### config.mk
export PLATFORM = sky130hd
export DESIGN_NAME = bird_judge
export DESIGN_NICKNAME = d
export VERILOG_FILES = /design/src/rtl/bird_judge.sv
export SDC_FILE = /design/constraint.sdc
export NUM_CORES = 1
export LEC_CHECK = 0
export BUFFER_PORTS_ARGS = -buffer_cell sky130_fd_sc_hd__buf_2
export CAP_MARGIN = 20
export CORE_MARGIN = 2
export CORE_UTILIZATION = 49
export DETAILED_ROUTE_END_ITERATION = 10
export GPL_TIMING_DRIVEN = 1
export HOLD_SLACK_MARGIN = 0.05
export PLACE_DENSITY = 0.82
export SYNTH_ARGS = -nofsm -noshare
export SYNTH_HDL_FRONTEND = slang
export SYNTH_SLANG_ARGS = --single-unit
### constraint.sdc
create_clock -name clock -period 6.19 [get_ports clock]
set_clock_uncertainty 0.1 [all_clocks]
set_input_delay 1.238 -clock clock [delete_from_list [all_inputs] [get_ports clock]]
set_output_delay 1.238 -clock clock [all_outputs]
set_load 0.02 [all_outputs]
### src/rtl/bird_judge.sv
// bird_judge: game-outcome judge for the bird/tree minigame.
// Once per evaluation tick it compares the bird row with the obstacle row,
// tracks lives and trees passed, and declares WIN or LOSE.
// Optional build macro: BIRD_JUDGE_GRACE_EN adds a post-hit invulnerable
// GRACE state lasting GRACE_TICKS ticks.
module bird_judge #(
  parameter int WIDTH       = 16,
  parameter int TICK_DIV    = 1024,
  parameter int LIVES       = 3,
  parameter int TARGET      = 8,
  parameter int GRACE_TICKS = 4
) (
  input  logic                       clock,
  input  logic                       reset,
  input  logic [WIDTH-1:0]           bird,
  input  logic [WIDTH-1:0]           obstacle,
  input  logic                       pass,
  input  logic                       restart,
  output logic                       tick,
  output logic                       hit,
  output logic [$clog2(LIVES+1)-1:0] lives,
  output logic [$clog2(TARGET+1)-1:0] score,
  output logic                       win,
  output logic                       lose
);

  localparam int DIV_W = (TICK_DIV > 1) ? $clog2(TICK_DIV) : 1;
  localparam int LIV_W = $clog2(LIVES + 1);
  localparam int SCR_W = $clog2(TARGET + 1);

  localparam logic [DIV_W-1:0] DIV_LAST   = DIV_W'(TICK_DIV - 1);
  localparam logic [LIV_W-1:0] LIVES_INIT = LIV_W'(LIVES);
  localparam logic [LIV_W-1:0] LIFE_ONE   = LIV_W'(1);
  localparam logic [SCR_W-1:0] TARGET_V   = SCR_W'(TARGET);

  // Elaboration-time parameter sanity checks.
  if (TICK_DIV < 2) begin : g_bad_div
    $error("bird_judge: TICK_DIV must be >= 2");
  end
  if (LIVES < 1) begin : g_bad_lives
    $error("bird_judge: LIVES must be >= 1");
  end
  if (TARGET < 1) begin : g_bad_target
    $error("bird_judge: TARGET must be >= 1");
  end
`ifdef BIRD_JUDGE_GRACE_EN
  if (GRACE_TICKS < 1) begin : g_bad_grace
    $error("bird_judge: GRACE_TICKS must be >= 1 when grace is enabled");
  end
`else
  if (GRACE_TICKS < 0) begin : g_bad_grace
    $error("bird_judge: GRACE_TICKS must not be negative");
  end
`endif

`ifdef BIRD_JUDGE_GRACE_EN
  localparam int GR_W = $clog2(GRACE_TICKS + 1);
  localparam logic [GR_W-1:0] GRACE_INIT = GR_W'(GRACE_TICKS);
  localparam logic [GR_W-1:0] GRACE_ONE  = GR_W'(1);

  typedef enum logic [1:0] {
    S_PLAY  = 2'd0,
    S_GRACE = 2'd1,
    S_WIN   = 2'd2,
    S_LOSE  = 2'd3
  } state_t;
`else
  typedef enum logic [1:0] {
    S_PLAY  = 2'd0,
    S_WIN   = 2'd2,
    S_LOSE  = 2'd3
  } state_t;
`endif

  state_t            state_q, state_d;
  logic [DIV_W-1:0]  div_q, div_d;
  logic [LIV_W-1:0]  lives_q, lives_d;
  logic [SCR_W-1:0]  score_q, score_d;
  logic              pend_q, pend_d;
  logic              hit_q, hit_d;
`ifdef BIRD_JUDGE_GRACE_EN
  logic [GR_W-1:0]   grace_q, grace_d;
`endif

  logic              tick_w;
  logic              crash;
  logic              pend_eff;
  logic [SCR_W-1:0]  score_inc;

  // Free-running tick divider and combinational helpers.
  always_comb begin
    tick_w    = (div_q == DIV_LAST);
    div_d     = tick_w ? '0 : div_q + 1'b1;
    crash     = (|(bird & obstacle)) || (bird == '0);
    // A pass on the tick clock itself is folded into the pending flag.
    pend_eff  = pend_q | pass;
    score_inc = score_q + 1'b1;
  end

  // Game state machine: next-state, life/score bookkeeping and hit request.
  always_comb begin
    state_d = state_q;
    lives_d = lives_q;
    score_d = score_q;
    pend_d  = pend_eff;
    hit_d   = 1'b0;
`ifdef BIRD_JUDGE_GRACE_EN
    grace_d = grace_q;
`endif
    unique case (state_q)
      S_PLAY: begin
        if (tick_w) begin
          // Every tick consumes the pending pass; a crash discards it.
          pend_d = 1'b0;
          if (crash) begin
            hit_d = 1'b1;
            if (lives_q == LIFE_ONE) begin
              lives_d = '0;
              state_d = S_LOSE;
            end else begin
              lives_d = lives_q - 1'b1;
`ifdef BIRD_JUDGE_GRACE_EN
              state_d = S_GRACE;
              grace_d = GRACE_INIT;
`endif
            end
          end else if (pend_eff) begin
            score_d = score_inc;
            if (score_inc == TARGET_V) begin
              state_d = S_WIN;
            end
          end
        end
      end
`ifdef BIRD_JUDGE_GRACE_EN
      S_GRACE: begin
        if (tick_w) begin
          pend_d  = 1'b0;
          grace_d = grace_q - 1'b1;
          if (pend_eff && (score_inc == TARGET_V)) begin
            score_d = score_inc;
            state_d = S_WIN;
            grace_d = '0;
          end else begin
            if (pend_eff) begin
              score_d = score_inc;
            end
            if (grace_q == GRACE_ONE) begin
              state_d = S_PLAY;
            end
          end
        end
      end
`endif
      S_WIN, S_LOSE: begin
        pend_d = 1'b0;
        if (restart) begin
          lives_d = LIVES_INIT;
          score_d = '0;
          state_d = S_PLAY;
        end
      end
      default: begin
        state_d = S_PLAY;
      end
    endcase
  end

  // State registers with synchronous active-high reset.
  always_ff @(posedge clock) begin
    if (reset) begin
      div_q   <= '0;
      state_q <= S_PLAY;
      lives_q <= LIVES_INIT;
      score_q <= '0;
      pend_q  <= 1'b0;
      hit_q   <= 1'b0;
`ifdef BIRD_JUDGE_GRACE_EN
      grace_q <= '0;
`endif
    end else begin
      div_q   <= div_d;
      state_q <= state_d;
      lives_q <= lives_d;
      score_q <= score_d;
      pend_q  <= pend_d;
      hit_q   <= hit_d;
`ifdef BIRD_JUDGE_GRACE_EN
      grace_q <= grace_d;
`endif
    end
  end

  // Output decode.
  always_comb begin
    tick  = tick_w;
    hit   = hit_q;
    lives = lives_q;
    score = score_q;
    win   = (state_q == S_WIN);
    lose  = (state_q == S_LOSE);
  end

endmodule
## After elaboration in Yosys (flattened, before gate mapping)

Index checks and enable logic that the tools add are counted.

| cells by class | value |
|---|---|
| reduce and logical (&&, ||, !) cells | 11 |
| add/subtract/negate cells | 3 |
| eq/ne operators | 13 |
| muxes and demuxes | 20 |
| bitwise gates (word level) | 4 |

Operators by type and width:

| operator | number |
|---|---|
| $mux 2 | 10 |
| $and 16x16->16 | 1 |
| $logic_not 16->1 | 1 |
| $mux 4 | 4 |
| $reduce_or 16->1 | 1 |
| $add 10x1->10 const B | 1 |
| $eq 10x10->1 const B | 1 |
| $ne 2x2->1 const B | 5 |
| $reduce_and 5->1 | 2 |
| $ne 3x3->1 const B | 3 |
| $pmux 2 s2 | 2 |
| $pmux 4 s2 | 1 |
| $add 4x1->4 const B | 1 |
| $eq 2x2->1 const B | 2 |
| $eq 4x4->1 const B | 1 |
| $reduce_and 4->1 | 1 |
| $reduce_or 2->1 | 2 |
| $reduce_or 3->1 | 1 |
| $eq 2x1->1 const B | 1 |
| $logic_not 2->1 | 1 |
| $mux 1 | 2 |
| $not 1->1 | 2 |
| $pmux 1 s2 | 1 |
| $reduce_bool 2->1 | 1 |
| 3 further kinds | 3 |

| word-level totals | value |
|---|---|
| output and inout port bits | 10 |
| register bits | 20 |

## Logic depth before layout (Yosys ltp)

Gate-level depths: netlist of the first run.

| depth | value |
|---|---|
| depth in word-level cells | 7 |
| depth in mapped cells | 7 |
| depth with buffers taken out | 7 |

## Worst setup path before layout of the first run

No wires, ideal clock.

| timing | value |
|---|---|
| path kind | input-to-reg |
| from | input bird[1] |
| to | register score_q[2] (netlist: score[2]) |
| setup slack | 3398 ps |
| data arrival time | 2621 ps |
| stages on the path | 6 |
| path buffers | 0 |
| cells stage by stage | a22oi_2 nand2_1 o41ai_2 nand3_2 or4b_1 a21oi_1 |

| between the ends | value |
|---|---|
| cells in the longest elaborated chain, start to end | 5 |
| elaborated cells on any way between the ends | 6 |

Ends and longest elaborated chain:

| element | line | source |
|---|---|---|
| from (decl) | 15 | `input logic [WIDTH-1:0] bird,` |
| $and 16x16->16 | 94 | `crash = (\|(bird & obstacle)) \|\| (bird == '0);` |
| $reduce_or 16->1 | 94 |  |
| $logic_or 1x1->1 (*) | 94 |  |
| $ne 2x2->1 (no line) (*) | - |  |
| $reduce_and 5->1 (no line) (*) | - |  |
| to (signal assigned) | 185 | `score_q <= score_d;` |
| to (decl) | 78 | `logic [SCR_W-1:0] score_q, score_d;` |

Every way passes the cells marked *; elsewhere a longest branch is shown, timed or not.
A chain may end at the register's enable or synchronous reset.

## Worst setup path in the final report of the first run

| timing | value |
|---|---|
| from | register div_q[0] |
| to | output tick |

| between the ends | value |
|---|---|
| cells in the longest elaborated chain, start to end | 1 |

Ends and longest elaborated chain:

| element | line | source |
|---|---|---|
| from (decl) | 76 | `logic [DIV_W-1:0] div_q, div_d;` |
| from (signal assigned) | 182 | `div_q <= div_d;` |
| $eq 10x10->1 | 92 | `tick_w = (div_q == DIV_LAST);` |
| to (decl) | 19 | `output logic tick,` |

Every way passes these cells.

==> results of run 1 <==
[area by class of cell]
type | count | area, um^2 | share of cell area [%]
multi-input combinational | 97 | 620.6 | 46.62
clock buffer | 4 | 36.28 | 2.726
inverter | 4 | 15.01 | 1.128
timing repair buffer | 45 | 225.2 | 16.92
tap | 27 | 33.78 | 2.538
sequential | 20 | 400.4 | 30.08
[cell usage in the layout, fill, tap and decap left out, drive strengths merged, types with 3 or more instances in the layout]
master  count
buf        45
dfxtp      20
nor2       17
nand2      12
a22oi       8
a21oi       6
nand3       6
nor4        5
xor2        5
inv         4
xnor2       4
clkbuf      4
and3        3
o21ai       3
ha          3
[how the worst max path moves through the flow]
stage	slack, ns	endpoint	depth (start not counted)
after floorplan	3.40	score[2]	6
after global placement	3.21	score[2]	7
after detailed placement	3.16	score[2]	7
after CTS	3.35	tick	4
after global routing	3.24	tick	4
final	3.37	tick	4
[layer usage]
metal / GRT usage (%) / vias up / routed length [um]
met5: 0 / - / 0
met4: 8.333 / 0 / 42
met3: 3.274 / 5 / 169
met2: 39.69 / 42 / 1222
met1: 19.74 / 485 / 990
li1: - / 545 / -
[logic make-up after synthesis]
group / Yosys count / share of synthesized area [%]
adder cells (fa/ha/maj): 3 / 3.585
AO/OA/AOI/OAI: 23 / 16.37
AND/OR/NAND/NOR: 60 / 29.87
flip-flops: 20 / 38.23
buffers and inverters: 7 / 2.508
multiplexers: 2 / 1.912
XOR/XNOR: 9 / 7.526
[power by group]
| part | leakage (nW) | internal [mW] | switching [mW] |
|---|---|---|---|
| clock | 0.0210 | 0.0359 | 0.0373 |
| sequential | 0.162 | 0.131 | 0.00162 |
| combinational | 0.401 | 0.0131 | 0.0123 |
[metrics by stage]
step | area (um^2) | power (mW) | setup WS, ns
floorplan | 1047 | 0.1453 | 3.398
global placement | 1295 | 0.1596 | 3.214
detailed placement | 1295 | 0.1606 | 3.157
CTS | 1331 | 0.2339 | 3.351
global route | 1331 | 0.2434 | 3.244
finish | 1331 | 0.2309 | 3.365
[flip-flops by register name (all words and copies together), names as in the netlist]
signal and count:
state_q 2, pend_q 1, div_q 10, hit 1, score 4, lives 2
==> results.md, run 1 <==
- The quantity of gates resized following cts is 0.
- The library cell appearing most often on the critical path is sky130_fd_sc_hd__and3_1.
- The global placement routability congestion is 0.7225.
- Of all nets on the critical path, the largest fanout is 4.
- The horizontal extent of the die is 50.23 um.
- The hold path endpoint is div_q[0].
- The number of placed instances with taps included is 193.
- The clock-pin slew on the worst setup and hold paths is 0.10 ns.
- Data arrives at the worst endpoint at 1.49 ns.
- The number of cells on the worst reg-to-reg path is 7.
- Static timing analysis puts the maximum clock frequency at 354.0 MHz.
- The start point of the critical path is div_q[0].
- The height of the chip is 50.23 um.
- The most used flip-flop cell after synthesis is sky130_fd_sc_hd__dfxtp_1.
- In this run the critical register-to-register path is captured at score[2].
- Port buffering added 45 buffers.
- The largest single stage delay on the critical path is 0.39 ns.
- The share of the Yosys chip area taken by registers is 38.23%.
- The longest clock path from root to sink contains 2 buffers.
- Summing over every cut layer, the via total after detailed routing is 1077.
- Summing every instance area after synthesis gives 0.001047 mm^2.
- The worst pin sits at a relative slew slack of 71.42%.
- Setup repair after global routing left no endpoint under its margin.
- The count of hold-fix buffers inserted at cts is 0.
- The number of clock buffers added by TritonCTS is 3.
- The routed design has 2424 um of wire.
- After detailed routing, the number of vias per cell comes to 5.467.
- At the later pin of the worst-skew pair, clock insertion delay measures 0.29 ns.
- The estimated wirelength of the detail-placed design is 1918 um.
- The transition time of the tightest slew-check pin is 0.4280 ns.
- The synthesized design spends more area on one cell type than any other, namely sky130_fd_sc_hd__dfxtp_1.
- The floorplan step defined a die boundary enclosing 0.002523 mm^2.
- Setup slack on the worst reg-to-reg path comes out at 3.99 ns.
- The number of filler cells placed in the layout is 183.
- The worst hold path begins at div_q[0].
- The number of H-tree levels is 1.
- The largest net degree at the start of global routing is 17.
- The detail route stage leaves a number of antenna-violating nets equal to 0.
- The power density relative to cell area is 173.4 mW/mm^2.
- The register bit count reported by yosys is 20.
- The total nets after synthesis is 163.
- VDD sags by at most 0.0001636 V.
- Dividing the detail-routed wire length by the instance count gives 12.30 um.
- The count of clock tree sinks is 20.
- The most common cell in the netlist is sky130_fd_sc_hd__dfxtp_1.
- The number of enable-type register cells in the synthesized netlist is 0.
- The initial antenna violation count was 0.
- The share of the clock period used by the worst path is 45.64%.
- The number of rows created at floorplan is 16.
- The required time at the worst-slack endpoint is 4.85 ns.
- The final period demand of the worst path is 2.825 ns.
- The area added between synthesis and finish is 27.12%.
- The largest individual stage delay along the critical path comes from the cell sky130_fd_sc_hd__dfxtp_1.
- After global routing the overflow that remains totals 0.
- The number of failing hold endpoints at the final stage is 0.
- The class of the tightest hold or removal check is reg2reg.
- Counting instances, the worst hold path has a depth of 1.
- The number of antenna diodes in the final layout is 0.
- Summed over all cells, the static leakage comes to 0.5840 nW.
- Pin placement for this block handled 46 I/O pins.
- The number of search-and-repair iterations in the first detailed-routing pass is 4.
- The gate count after technology mapping is 124.
- The number of pins exceeding their max-slew limit in the final report came to 0.
- The netlist uses 34 different library cells.
- In this run the critical register-to-register path is launched from div_q[0].
- The number of post-CTS setup repair buffers is 0.
- The mean cell area of the mapped netlist is 8.446 um^2.
- The fraction of synthesis flops using an asynchronous set or reset pin is 0%.
- The type of the worst setup path is reg2out.
- Hold timing on the final database bottoms out at a slack of 0.3719 ns.
- The total area inside the core boundary comes to 0.001982 mm^2.
- The count of final setup violators is 0.
- The top-area cell type share of the netlist area is 38.23%.
- Once layout is complete, the cells apart from fillers number 197.
- The aggregate negative setup slack is 0 ns.
- Once layout is complete, the utilization of the core stands at 67.17%.
- In the global route stage, overall resource usage came out at 19.91%.
- TritonCTS built the clock tree.
- The kind of cell with the highest combined delay on the critical path is simple AND/OR/NAND/NOR gates.
- The first-iteration detailed-routing DRC count is 13.
- The via count of the first global-routing pass is 1010.
- The sort of element at the start of the critical path is a flop.
- Once the floorplan was initialized, standard cells occupied 52.84% of the core.
- After synthesis, the most frequently instantiated cells are sky130_fd_sc_hd__dfxtp_1 (20), sky130_fd_sc_hd__nor2_1 (17), sky130_fd_sc_hd__nand2_1 (12), sky130_fd_sc_hd__a21oi_1 (6), sky130_fd_sc_hd__a22oi_1 (6).
- The flow ran to the end, and the final reports show no timing, DRC or antenna violations.
- Cells with a size suffix above 1 make up 33.53% of the layout.
- Walking the worst path, the cells encountered are ha_1 -> and3_1 -> and3_1 -> buf_2.
- After synthesis, the cell types taking the most area are sky130_fd_sc_hd__dfxtp_1 (38%), sky130_fd_sc_hd__nor2_1 (6.1%), sky130_fd_sc_hd__a22oi_1 (4.3%), sky130_fd_sc_hd__nand2_1 (4.3%), sky130_fd_sc_hd__xor2_1 (4.2%).
- The count of yosys warnings during synthesis is 0.
- The cell at the root of the clock tree is sky130_fd_sc_hd__clkbuf_4.
- STA classifies the critical path endpoint as an output pin.
- The first global-routing pass estimated 3933 um of wire.
- The final routed DRC violation total is 0.
- Max-cap violations in this run came to 0.
- The critical path buffer and inverter count is 1.
- For this run, the post-layout net count is 210.
(Power assumes the default switching activity.)
==> run 2, diff against run 1 <==
--- a/config.mk
+++ b/config.mk
@@ -8,11 +8,11 @@
 export BUFFER_PORTS_ARGS = -buffer_cell sky130_fd_sc_hd__buf_2
 export CAP_MARGIN = 20
 export CORE_MARGIN = 2
-export CORE_UTILIZATION = 49
+export CORE_UTILIZATION = 41
 export DETAILED_ROUTE_END_ITERATION = 10
 export GPL_TIMING_DRIVEN = 1
 export HOLD_SLACK_MARGIN = 0.05
-export PLACE_DENSITY = 0.82
+export PLACE_DENSITY = 0.74
 export SYNTH_ARGS = -nofsm -noshare
 export SYNTH_HDL_FRONTEND = slang
 export SYNTH_SLANG_ARGS = --single-unit
==> constraint.sdc (replaced) <==
create_clock -name clock -period 2.5 [get_ports clock]
set_clock_uncertainty 0.1 [all_clocks]
set_input_delay 0.5 -clock clock [delete_from_list [all_inputs] [get_ports clock]]
set_output_delay 0.5 -clock clock [all_outputs]
set_load 0.02 [all_outputs]
==> results.md, run 2 (synthesis gave the netlist of run 1 again) <==
- The area occupied by multi-input gates is 620.6 um^2.
- The fraction of layout instances using a drive strength above 1 is 33.14%.
- The worst path in the final design needs a cycle of 2.185 ns, including I/O delays and setup.
- The first global-routing pass estimated 3312 um of wire.
- VDD sags by at most 0.0003142 V.
- The initial antenna violation count is 0.
- The number of buffers created by CTS is 3.
- The clock net in this run drives a total of 20 sinks.
- The global placement routability congestion is 0.7953.
- The analysis attributes to cell leakage a power of 0.5769 nW.
- Global routing finished with a remaining overflow of 0.
- For this design the ratio of total power to cell area is 401.8 mW/mm^2.
- The area enclosed by the die boundary is 0.002975 mm^2.
- Summing all flip-flop and latch instances after layout gives 400.4 um^2.
- The CTS tree is yes.
- The number of failing hold endpoints at the final stage came to 0.
- STA classifies the critical path startpoint as a flop.
- Setup repair after global routing left no endpoint under its margin.
- The height of the chip is 54.54 um.
- In this run, the number of DRC markers left after iteration 0 of detailed routing was 13.
- The first detailed-routing pass took 4 iterations.
- The run finished with clean final reports.
- Measured along the x axis, the die boundary spans 54.54 um.
- The critical path is of the reg2reg type.
- Once the floorplan was initialized, standard cells occupied 42.66% of the core.
- Broken down by cell family, the worst path's largest delay share belongs to simple AND/OR/NAND/NOR gates.
- The aggregate negative setup slack is 0 ns.
- Setup violations remaining at the end of the flow were counted as 0.
- The number of nets in the layout is 210.
- After detailed routing, the number of remaining DRC violations is 0.
- The cell area after layout is 0.001321 mm^2.
- At the worst endpoint, the required time is 2.63 ns.
- Entering global routing, the biggest net connects 17 pins.
- Cells fill 53.82% of the core in the end.
- Port buffering added 45 buffers.
- The share of the clock period used by the worst path is 87.39%.
- Global routing consumed, over all layers together, 15.60% of the routing resources.
- For this design the top-level I/O count stands at 46.
- The number of pins exceeding their max-slew limit in the final report is 0.
- The estimated wirelength of the detail-placed design is 1901 um.
- The routed wire length is 2307 um.
- The via count is 1079.
- The library cells used most frequently in the layout, excluding fill and tap cells, are sky130_fd_sc_hd__buf_2 (45), sky130_fd_sc_hd__dfxtp_1 (20), sky130_fd_sc_hd__nor2_1 (17), sky130_fd_sc_hd__nand2_1 (12).
- The non-filler instance count after layout is 199.
- The clock network latency to the later pin of the worst-skew pair is 0.29 ns.
- The placed standard-cell area is 0.001299 mm^2.
- The class of the tightest hold or removal check is reg2reg.
- Counting both buffers and inverters, the worst setup path holds a total of 0.
- The via count of the first global-routing pass is 906.
- The number of placed instances with taps included is 196.
- The flip-flop count of the largest register after layout is 10.
- The filler cells instantiated in the layout total 249.
- The leading cell type in the layout, fill and taps excluded is sky130_fd_sc_hd__buf_2.
- The register with the highest flop count is div_q.
- For the worst setup path, the data arrival time is 2.31 ns.
- Derived from the worst setup path, the maximum achievable clock frequency is 457.7 MHz.
- The signal on the critical path passes through ha_1 -> and3_1 -> nand4_1 -> o21ai_1 -> nand3_2 -> or4b_1 -> a21oi_1.
- The number of rows created at floorplan is 18.
- The number of routed nets with antenna violations is 0.
- The relative slew slack is 70.91%.
- STA classifies the critical path endpoint as a flop.
- The region available for standard cell placement spans 0.002455 mm^2.
- The slowest stage of the critical path is the sky130_fd_sc_hd__or4b_1 cell.
- In this run the worst path has a maximum fanout of 8.
- CTS built an H-tree with a depth of 1.
- At the pin with the least slew margin, the transition time is 0.4358 ns.
- The average wire per cell in the routed design is 11.59 um.
- The tool flagged a number of max-cap violations equal to 0.
- On the worst path, the slowest cell contributes a delay of 0.53 ns.
- After clock tree synthesis, the clock-pin slew on the worst setup and hold paths is 0.09 ns.
- The cell sitting at the root of the clock tree is a sky130_fd_sc_hd__clkbuf_4.
- Dividing the detail-routed via count by the number of cells gives 5.422.
- The clock passes through at most 2 buffers.
- Compared with the post-synthesis result, the final layout area differs by 26.17%.
- The total inserted antenna cells is 0.
==> run 2: changes by cell type in the layout (fill, tap and decap cells not counted), sizes merged <==
cell    change
clkbuf      -1
==> run 2: report_power, final <==
group	switching (mW)	internal, mW	total, mW	leakage, nW
clock	0.0847	0.0560	0.141	0.0138
combinational	0.0301	0.0325	0.0625	0.401
sequential	0.00394	0.324	0.328	0.162
total	0.119	0.412	0.531	0.577
==> run 2: worst paths after layout <==
check / from / endpoint / slack [ns] / cells past startpoint
min reg2reg: div_q[0] / div_q[0] / 0.37 / 1
max reg2reg: div_q[0] / score[2] / 0.32 / 7
min: div_q[0] / div_q[0] / 0.37 / 1
max: div_q[0] / score[2] / 0.32 / 7
==> run 2: area by class of cell <==
type | instances | share of cell area (%)
multi-input combinational | 97 | 46.97
sequential | 20 | 30.30
timing repair buffer | 45 | 17.05
tap | 30 | 2.841
clock buffer | 3 | 1.705
inverter | 4 | 1.136
==> run 2: through the flow <==
step                power (mW)  hold slack [ns]  worst slack [ns]
floorplan               0.3597           0.3305            0.4463
global placement        0.3950           0.3416            0.2671
detailed placement      0.3984           0.3514            0.1971
CTS                     0.5412           0.3716            0.2576
global route            0.5590           0.3841           0.06987
finish                  0.5309           0.3709            0.3151
==> run 2: repair_timing <==
action,in CTS,in global routing
endpoints found under the setup margin,0,1
hold buffers,0,0
buffers inserted,0,0
resized for setup,0,1
==> run 2: metal layers <==
| layer | GRT usage [%] | vias to the layer above | wire (um) |
|---|---|---|---|
| met5 | 0 | - | 0 |
| met4 | 10.42 | 0 | 41 |
| met3 | 2.186 | 5 | 203 |
| met2 | 30.32 | 42 | 1136 |
| met1 | 14.88 | 487 | 926 |
| li1 | - | 545 | - |
